### config.mk
export PLATFORM = sky130hd
export DESIGN_NAME = cheriot_dv_mem_cmd_tracker
export DESIGN_NICKNAME = d
export VERILOG_FILES = /design/src/rtl/cheriot_dv_pkg.sv /design/src/rtl/cheriot_dv_cmd_fifo.sv /design/src/rtl/cheriot_dv_mem_cmd_tracker.sv
export SDC_FILE = /design/constraint.sdc
export NUM_CORES = 2
export LEC_CHECK = 0
export BUFFER_PORTS_ARGS = -buffer_cell sky130_fd_sc_hd__buf_4
export CORE_MARGIN = 4
export CORE_UTILIZATION = 60
export DETAILED_ROUTE_END_ITERATION = 6
export PLACE_DENSITY_LB_ADDON = 0.3
export SYNTH_ARGS = -nofsm -noshare
export SYNTH_HDL_FRONTEND = slang
export SYNTH_HIERARCHICAL = 1
export SYNTH_SLANG_ARGS = --single-unit
### constraint.sdc
create_clock -name clk_i -period 18.83 [get_ports clk_i]
set_input_delay 3.766 -clock clk_i [delete_from_list [all_inputs] [get_ports clk_i]]
set_output_delay 3.766 -clock clk_i [all_outputs]
set_load 0.02 [all_outputs]
### src/rtl/cheriot_dv_pkg.sv
// rtl/cheriot_dv_pkg.sv - shared types and constants for the DV memory-command tracker
package cheriot_dv_pkg;

   localparam logic [31:0] DefDramStart  = 32'h8000_0000;
   localparam logic [31:0] DefDramSize   = 32'h0100_0000;
   localparam logic [31:0] DefTsMapStart = 32'h8300_0000;
   localparam logic [32:0] TsMapSize     = 33'h0_0000_1000;

   localparam int FlagCapMisal   = 0;
   localparam int FlagOutDram    = 1;
   localparam int FlagTsMap      = 2;
   localparam int FlagNoBe       = 3;
   localparam int FlagCapPartial = 4;

   typedef struct packed {
      logic        we;
      logic [3:0]  be;
      logic [29:0] addr32;
      logic        is_cap;
      logic [64:0] wdata;
      logic [64:0] rdata;
      logic        err;
      logic [7:0]  flag;
   } mem_cmd_t;

endpackage

### src/rtl/cheriot_dv_cmd_fifo.sv
// rtl/cheriot_dv_cmd_fifo.sv - per-channel in-order command queue with response matching
module cheriot_dv_cmd_fifo
   import cheriot_dv_pkg::*;
#(
   parameter int Depth = 4,
   localparam int PtrW = $clog2(Depth),
   localparam int CntW = $clog2(Depth + 1)
) (
   input  logic            i_clk,
   input  logic            i_rst_n,
   input  logic            i_push,
   input  mem_cmd_t        i_push_cmd,
   input  logic            i_rvalid,
   input  logic [64:0]     i_rdata,
   input  logic            i_err,
   input  logic            i_pop,
   output logic            o_head_valid,
   output mem_cmd_t        o_head,
   output logic [CntW-1:0] o_count,
   output logic            o_overflow,
   output logic            o_spurious
);

   mem_cmd_t        r_mem [Depth];
   logic [PtrW-1:0] r_rd_ptr;
   logic [PtrW-1:0] r_wr_ptr;
   logic [CntW-1:0] r_count;
   logic [CntW-1:0] r_n_done;

   logic            w_full;
   logic            w_pending;
   logic            w_resp_ok;
   logic            w_resp_head;
   logic            w_pop;
   logic            w_push_ok;
   logic [PtrW-1:0] w_done_ptr;
   logic [64:0]     w_resp_rdata;

   // Entries [rd_ptr, rd_ptr+n_done) are done; the rest are awaiting responses.
   assign w_full       = (r_count == CntW'(Depth));
   assign w_pending    = (r_n_done < r_count);
   assign w_resp_ok    = i_rvalid && w_pending;
   assign w_resp_head  = w_resp_ok && (r_n_done == '0);
   assign w_done_ptr   = r_rd_ptr + r_n_done[PtrW-1:0];
   assign w_resp_rdata = r_mem[w_done_ptr].we ? 65'd0 : i_rdata;

   // A response to the head retires it in the same cycle instead of waiting for done to register.
   assign o_head_valid = (r_n_done != '0) || w_resp_head;
   always_comb begin
      o_head = r_mem[r_rd_ptr];
      if (w_resp_head) begin
         o_head.rdata = w_resp_rdata;
         o_head.err   = i_err;
      end
   end

   assign w_pop      = i_pop && o_head_valid;
   assign w_push_ok  = i_push && (!w_full || w_pop);
   assign o_overflow = i_push && w_full && !w_pop;
   assign o_spurious = i_rvalid && !w_resp_ok;
   assign o_count    = r_count;

   always_ff @(posedge i_clk or negedge i_rst_n) begin
      if (!i_rst_n) begin
         r_rd_ptr <= '0;
         r_wr_ptr <= '0;
         r_count  <= '0;
         r_n_done <= '0;
      end else begin
         if (w_push_ok) r_wr_ptr <= r_wr_ptr + 1'b1;
         if (w_pop)     r_rd_ptr <= r_rd_ptr + 1'b1;
         r_count  <= r_count + CntW'(w_push_ok) - CntW'(w_pop);
         r_n_done <= r_n_done + CntW'(w_resp_ok) - CntW'(w_pop);
      end
   end

   // Push is written last so a push into the slot being popped takes precedence.
   always_ff @(posedge i_clk) begin
      if (w_resp_ok) begin
         r_mem[w_done_ptr].rdata <= w_resp_rdata;
         r_mem[w_done_ptr].err   <= i_err;
      end
      if (w_push_ok) r_mem[r_wr_ptr] <= i_push_cmd;
   end

endmodule

### src/rtl/cheriot_dv_mem_cmd_tracker.sv
// rtl/cheriot_dv_mem_cmd_tracker.sv - multi-channel memory-command tracker with round-robin retirement
module cheriot_dv_mem_cmd_tracker
   import cheriot_dv_pkg::*;
#(
   parameter int          NumChan    = 2,
   parameter int          Depth      = 4,
   parameter logic [31:0] DramStart  = DefDramStart,
   parameter logic [31:0] DramSize   = DefDramSize,
   parameter logic [31:0] TsMapStart = DefTsMapStart,
   localparam int ChanW = (NumChan > 1) ? $clog2(NumChan) : 1,
   localparam int OutW  = $clog2(NumChan * Depth + 1),
   localparam int CntW  = $clog2(Depth + 1)
) (
   input  logic                  clk_i,
   input  logic                  rst_ni,
   input  logic [NumChan-1:0]    req_i,
   input  logic [NumChan-1:0]    gnt_i,
   input  logic [NumChan-1:0]    we_i,
   input  logic [NumChan*4-1:0]  be_i,
   input  logic [NumChan-1:0]    is_cap_i,
   input  logic [NumChan*30-1:0] addr32_i,
   input  logic [NumChan*65-1:0] wdata_i,
   input  logic [NumChan-1:0]    rvalid_i,
   input  logic [NumChan*65-1:0] rdata_i,
   input  logic [NumChan-1:0]    err_i,
   output logic                  ret_valid_o,
   output logic [ChanW-1:0]      ret_chan_o,
   output mem_cmd_t              ret_cmd_o,
   output logic [OutW-1:0]       outstanding_o,
   output logic [31:0]           retired_cnt_o,
   output logic [NumChan-1:0]    overflow_o,
   output logic [NumChan-1:0]    spurious_o
);

   function automatic logic [7:0] f_flags(input logic we, input logic [3:0] be,
                                          input logic is_cap, input logic [29:0] a);
      logic [32:0] byte_addr;
      logic [7:0]  f;
      byte_addr         = {1'b0, a, 2'b00};
      f                 = '0;
      f[FlagCapMisal]   = is_cap & a[0];
      f[FlagOutDram]    = (byte_addr < {1'b0, DramStart}) ||
                          (byte_addr >= ({1'b0, DramStart} + {1'b0, DramSize}));
      f[FlagTsMap]      = (byte_addr >= {1'b0, TsMapStart}) &&
                          (byte_addr < ({1'b0, TsMapStart} + TsMapSize));
      f[FlagNoBe]       = we && (be == 4'h0);
      f[FlagCapPartial] = is_cap && (be != 4'hF);
      return f;
   endfunction

   mem_cmd_t           w_head [NumChan];
   logic [CntW-1:0]    w_count [NumChan];
   logic [NumChan-1:0] w_head_valid;
   logic [NumChan-1:0] w_pop;
   logic [NumChan-1:0] w_ovf;
   logic [NumChan-1:0] w_spur;
   logic               w_win_valid;
   logic [ChanW-1:0]   w_win;
   logic [ChanW-1:0]   w_ptr_nxt;
   logic [OutW-1:0]    w_outstanding;

   logic [ChanW-1:0]   r_rr_ptr;
   logic               r_ret_valid;
   logic [ChanW-1:0]   r_ret_chan;
   mem_cmd_t           r_ret_cmd;
   logic [31:0]        r_retired_cnt;
   logic [NumChan-1:0] r_overflow;
   logic [NumChan-1:0] r_spurious;

   for (genvar c = 0; c < NumChan; c++) begin : g_chan
      mem_cmd_t w_cmd;
      always_comb begin
         w_cmd        = '0;
         w_cmd.we     = we_i[c];
         w_cmd.be     = be_i[c*4 +: 4];
         w_cmd.addr32 = addr32_i[c*30 +: 30];
         w_cmd.is_cap = is_cap_i[c];
         w_cmd.wdata  = wdata_i[c*65 +: 65];
         w_cmd.flag   = f_flags(we_i[c], be_i[c*4 +: 4], is_cap_i[c], addr32_i[c*30 +: 30]);
      end

      cheriot_dv_cmd_fifo #(.Depth(Depth)) u_fifo (
         .i_clk        (clk_i),
         .i_rst_n      (rst_ni),
         .i_push       (req_i[c] & gnt_i[c]),
         .i_push_cmd   (w_cmd),
         .i_rvalid     (rvalid_i[c]),
         .i_rdata      (rdata_i[c*65 +: 65]),
         .i_err        (err_i[c]),
         .i_pop        (w_pop[c]),
         .o_head_valid (w_head_valid[c]),
         .o_head       (w_head[c]),
         .o_count      (w_count[c]),
         .o_overflow   (w_ovf[c]),
         .o_spurious   (w_spur[c])
      );
   end

   // Scan channels starting at the pointer; first eligible head wins.
   always_comb begin
      w_win_valid = 1'b0;
      w_win       = '0;
      for (int i = 0; i < NumChan; i++) begin
         if (!w_win_valid && w_head_valid[(int'(r_rr_ptr) + i) % NumChan]) begin
            w_win_valid = 1'b1;
            w_win       = ChanW'((int'(r_rr_ptr) + i) % NumChan);
         end
      end
      w_pop = '0;
      if (w_win_valid) w_pop[w_win] = 1'b1;
      w_ptr_nxt = (w_win == ChanW'(NumChan - 1)) ? '0 : w_win + 1'b1;
   end

   always_comb begin
      w_outstanding = '0;
      for (int c = 0; c < NumChan; c++) w_outstanding = w_outstanding + OutW'(w_count[c]);
   end

   always_ff @(posedge clk_i or negedge rst_ni) begin
      if (!rst_ni) begin
         r_rr_ptr      <= '0;
         r_ret_valid   <= 1'b0;
         r_ret_chan    <= '0;
         r_ret_cmd     <= '0;
         r_retired_cnt <= '0;
         r_overflow    <= '0;
         r_spurious    <= '0;
      end else begin
         r_ret_valid <= w_win_valid;
         if (w_win_valid) begin
            r_rr_ptr      <= w_ptr_nxt;
            r_ret_chan    <= w_win;
            r_ret_cmd     <= w_head[w_win];
            r_retired_cnt <= r_retired_cnt + 32'd1;
         end
         r_overflow <= r_overflow | w_ovf;
         r_spurious <= r_spurious | w_spur;
      end
   end

   assign ret_valid_o   = r_ret_valid;
   assign ret_chan_o    = r_ret_chan;
   assign ret_cmd_o     = r_ret_cmd;
   assign outstanding_o = w_outstanding;
   assign retired_cnt_o = r_retired_cnt;
   assign overflow_o    = r_overflow;
   assign spurious_o    = r_spurious;

endmodule

Word-level counts from Yosys, hierarchy flattened
Memories as Yosys holds them, arrays and structs flattened. Index checks and enable logic that the tools add are counted.

Muxes and demuxes: 28. Eq/ne operators: 4. Bitwise gates (word level): 8. Magnitude comparators: 15. Reduce and logical (&&, ||, !) cells: 41. Add/subtract/negate cells: 18.

Operators with widths (count): $mux W175 (3); $mux W66 (2); $mux W65 (2); $ge A32 B32 Y1 const B (4); $lt A32 B32 Y1 const B (4); $add A32 B1 Y32 const B (1); $logic_and A1 B1 Y1 (22); $mux W1 (19); $add A3 B1 Y3 (4); $sub A3 B1 Y3 (4); $add A2 B1 Y2 const B (4); $logic_not A4 Y1 (2); $ne A4 B4 Y1 const B (2); $logic_not A1 Y1 (7); $eq A3 B3 Y1 const B (2); $logic_not A3 Y1 (2); $logic_or A1 B1 Y1 (6); $lt A3 B3 Y1 (2); $reduce_bool A3 Y1 (2); $add A2 B2 Y2 (2); $add A3 B3 Y4 (1); $and A1 B1 Y1 (4); $lt A1 B2 Y1 const B (2); $or A2 B2 Y2 (2); other kinds (8) (9).

Register bits after elaboration: 234. Word-level logic and storage cells: 138. Output and inout port bits: 217. Memories: 2. Memory bits (writable): 1376.

Memories: g_chan[0].u_fifo.r_mem (depth 4, width 172, read ports 2, clocked after memory_dff 0, wr ports 2, line cheriot_dv_cmd_fifo.sv:24) `mem_cmd_t r_mem [Depth];`; g_chan[1].u_fifo.r_mem (depth 4, width 172, read ports 2, clocked after memory_dff 0, wr ports 2, line cheriot_dv_cmd_fifo.sv:24).

Depth between registers and ports, before layout
Depth after elaboration: 20. Gate-level depth with buffers: 21.

Cells and area by module
The synthesis kept the hierarchy.

Modules (own cells, without submodules): cheriot_dv_cmd_fifo at g_chan[0].u_fifo (sequential area each 21270.4 µm², cells each 1438, area an instance 30486.7 µm², instances 1); cheriot_dv_cmd_fifo at g_chan[1].u_fifo (sequential area each 21270.4 µm², cells each 1432, area an instance 30426.7 µm², instances 1); cheriot_dv_mem_cmd_tracker (sequential area each 5355.1 µm², cells each 1135, area an instance 9700.6 µm², instances 1).

Least setup slack after synthesis
Ideal clock, no wire load.

Path kind: input to register. Start point: input rvalid_i[0]. End point: memory g_chan[0].u_fifo/r_mem[0][10] (netlist bit) (enable). Data required time: 18.242 ns. Slack: 9.143 ns. Arrival time: 9.099 ns. Stages on the path: 4. Path through: o211a_1 > buf_2 > inv_1 > o31ai_1.

RTL lines: start, declared (line cheriot_dv_mem_cmd_tracker.sv:23) `input logic [NumChan-1:0] rvalid_i,`; end, declared (line cheriot_dv_cmd_fifo.sv:24).

==> summary.md <==
| Metric | Value |
|---|---|
| Most frequent cells in the layout | `edfxtp_1, mux2_2, buf_4, conb_1, nand2_1` |
| Main combinational cell family by area after synthesis | `multiplexers` |
| CTS sink cnt | `1634` |
| Sw Ratio | `34.47%` |
| Initial Util | `60.60%` |
| Type of origin of the critical path | `input port` |
| Reg power frac | `38.2%` |
| Worst Path Max Fanout | `78` |
| Worst Hold Class | `register to register` |
| VDD IR-drop max | `0.2217 mV` |
| Setup CP Type | `input port to register` |
| Post-synth EDFFs | `1400` |
| I/O pin count | `559` |
| Worst-margin pin slew | `1.196 ns` |
| Crit path time final | `8.496 ns` |
| F_max | `0.1177 GHz` |
| Hold Fails Final Rpt | `0` |
| Setup TNS | `0 ns` |
| CP arrival | `8.88 ns` |
| Final core occ | `72.10%` |
| Worst r2r src | `g_chan[0].u_fifo/o_count[1]` |
| Post-synthesis register bit count | `1634` |
| Syn Inst Count | `4005` |
| Seq. cell area | `0.04791 mm^2` |
| Core region area | `0.1165 mm^2` |
| Int Pwr | `0.01012 W` |
| Most common cell after layout, fill and taps aside | `edfxtp_1` |
| Final nets | `5460` |
| Netlist cell types | `56` |
| Final hold slack | `0.4736 ns` |
| Avg WL per Cell | `26.91 um` |
| Port Buffers | `558` |
| Final cell count without fillers | `6775` |
| DR iter-0 viols | `3759` |
| Placed cell area | `0.07825 mm^2` |
| Die Span Y | `351.1 um` |
| Setup crit start | `rvalid_i[0]` |
| Drt via density | `5.904` |
| Number of global-route vias before repair | `41819` |
| Total number of vias | `40002` |
| CTS Buf Count | `166` |
| Syn_area_per_cell | `17.63 um^2` |
| Logic pwr share | `39.8%` |
| Post CTS Setup Buffer Count | `0` |
| Placed insts | `6444` |
| Die Wd | `351.1 um` |
| Largest net degree at the start of global routing | `165` |
| Max Cap Viol | `0` |
| H-tree level count | `4` |
| XOR/XNOR Fraction of Synth Area | `0.6769%` |
| CP required | `19.21 ns` |
| Total gr overflow | `0` |
| Pwr dens | `183.9 mW/mm^2` |
| RSZ-0062 raised after global routing | `false` |
| Clock share of power | `21.9%` |
| Layout Skew | `0.04432 ns` |
| Slack of the worst reg-to-reg path | `12.49 ns` |
| Clk_lat worst skew | `0.79 ns` |
| Initial antenna violation count | `26` |
| Fraction of layout cells with a size suffix above 1 | `38.84%` |
| Final setup viols | `0` |
| Synth Area in Adders | `0.5847%` |
| Detailed Place HPWL | `109.7 mm` |
| Multi-input combinational cell area | `0.02361 mm^2` |
| Design area | `0.08401 mm^2` |
| Final slew viol count | `0` |
| Row cnt | `125` |
| Run status | `finished, final reports clean` |
| Routed Wire Length | `182.3 mm` |
| Slew headroom | `20.28%` |
| Hold_buf cts | `0` |
| Fill cell instance count of the final layout | `7055` |
| Post_cts resized | `0` |
| Drt pass-1 iters | `5` |
| Sequential element share of the synthesized area | `67.83%` |
| Pleak | `31.79 nW` |
| Clock root buffer | `clkbuf_16` |
| # DRC | `0` |
| Post-synthesis mux area share | `21.81%` |
| RD Place Congestion | `0.8154` |
| Antenna-violating nets left | `0` |
| Final period util | `45.12%` |
| Post-synthesis simple-gate area fraction | `5.300%` |
| GRT Total Usage | `29.64%` |
| Post-synth ARST share | `14.32%` |
| CP Capture Type | `register` |
| Clk slew on worst S/H paths | `0.06 ns` |
| Die area | `0.1232 mm^2` |
| First-pass GRT wire length | `267.0 mm` |
| Mapped Area | `0.07061 mm^2` |
| Worst min-delay path startpoint | `spurious_o[0]` |
| Main synth FF type | `edfxtp_1` |
| NetSw | `0.005325 W` |
| Max Root-Sink Buffers | `3` |
| CTS tree | `done` |
| Synth Area in Compound Gates | `1.880%` |
| Synth warnings | `6` |
| P&R area growth vs syn | `18.97%` |
==> stage by stage <==
step	setup slack (ns)	total power (W)
6_report	10.33	0.01545
5_1_grt	9.984	0.01614
4_1_cts	10.34	0.01555
3_5_place_dp	9.491	0.01212
3_3_place_gp	9.537	0.01192
2_1_floorplan	9.143	0.01013
==> per-layer routing <==
metal / part of all wire, % / up-vias / wire (um) / GRT usage (%)
li1: - / 17279 / - / -
met1: 36 / 20549 / 65690 / 37.37
met2: 51 / 1803 / 92390 / 49.88
met3: 8.3 / 357 / 15130 / 6.278
met4: 4.9 / 14 / 8984 / 13.60
met5: 0.048 / - / 87 / 0
==> worst max-delay path, stage by stage <==
cell	delay, ns
buf_4	0.14
o211a_1	0.33
inv_1	0.31
nand2_1	0.18
nand2_1	0.18
nand2_4	0.29
buf_4	0.44
inv_6	0.61
inv_1	0.09
o211ai_1	0.29
o2bb2ai_4	0.25
nand2_4	0.40
inv_6	0.60
buf_4	0.79
==> synth_stat cells, drive strengths merged, types with 39 or more instances <==
| cell | n | area share (%) |
|---|---|---|
| a31oi | 175 | 1.6 |
| and2 | 140 | 1.6 |
| buf | 132 | 1.1 |
| clkbuf | 112 | 0.60 |
| dfrtp | 234 | 8.3 |
| edfxtp | 1400 | 60 |
| inv | 44 | 0.23 |
| mux2 | 664 | 11 |
| mux4 | 351 | 11 |
| nand2 | 383 | 2.1 |
| nor2 | 189 | 1.0 |
| xnor2 | 39 | 0.48 |
==> area by class of cell <==
class,count,area share [%]
multi-input cells,2633,28.10
diodes,19,0.05659
inverters,45,0.2547
flip-flops and latches,1634,57.03
repair buffers,608,5.487
clock inverters,84,1.215
well taps,1524,2.270
clock buffers,228,5.584
==> cell families (layout without fill, tap and decap cells) <==
kind of cell | after synthesis | count (layout)
flip-flops | 1634 | 1634
AO/OA/AOI/OAI | 205 | 205
XOR/XNOR | 52 | 52
AND/OR/NAND/NOR | 777 | 777
multiplexers | 1017 | 1017
other | 1 | 571
buffers and inverters | 289 | 965
adder cells (fa/ha/maj) | 30 | 30
==> final timing paths <==
check | to | depth (start not counted)
setup reg to reg | g_chan[1].u_fifo/r_mem[1][133] | 16
setup / recovery | g_chan[1].u_fifo/r_mem[1][133] | 14
hold reg to reg | spurious_o[0] | 1
max in group asynchronous | ret_cmd_o[5] | 2
hold / removal | spurious_o[0] | 1
min in group asynchronous | ret_cmd_o[46] | 1
==> registers in the layout (all words and copies together) (netlist names) <==
| register | flops |
|---|---|
| g_chan.u_fifo/o_count | 6 |
| g_chan.u_fifo/r_mem | 1400 |
| g_chan.u_fifo/r_n_done | 6 |
| g_chan.u_fifo/r_rd_ptr | 4 |
| g_chan.u_fifo/r_wr_ptr | 4 |
| overflow_o | 2 |
| r_rr_ptr | 1 |
| ret_chan_o | 1 |
| ret_cmd_o | 175 |
| ret_valid_o | 1 |
| retired_cnt_o | 32 |
| spurious_o | 2 |
==> power groups by stage <==
stage | clock network (W) | registers [W] | logic [W]
finish | 0.00339 | 0.00591 | 0.00615
global route | 0.00358 | 0.00599 | 0.00657
CTS | 0.00343 | 0.00591 | 0.00621
detailed placement | 0 | 0.00596 | 0.00615
global placement | 0 | 0.00592 | 0.00600
floorplan | 0 | 0.00606 | 0.00407
(Power assumes the default switching activity.)
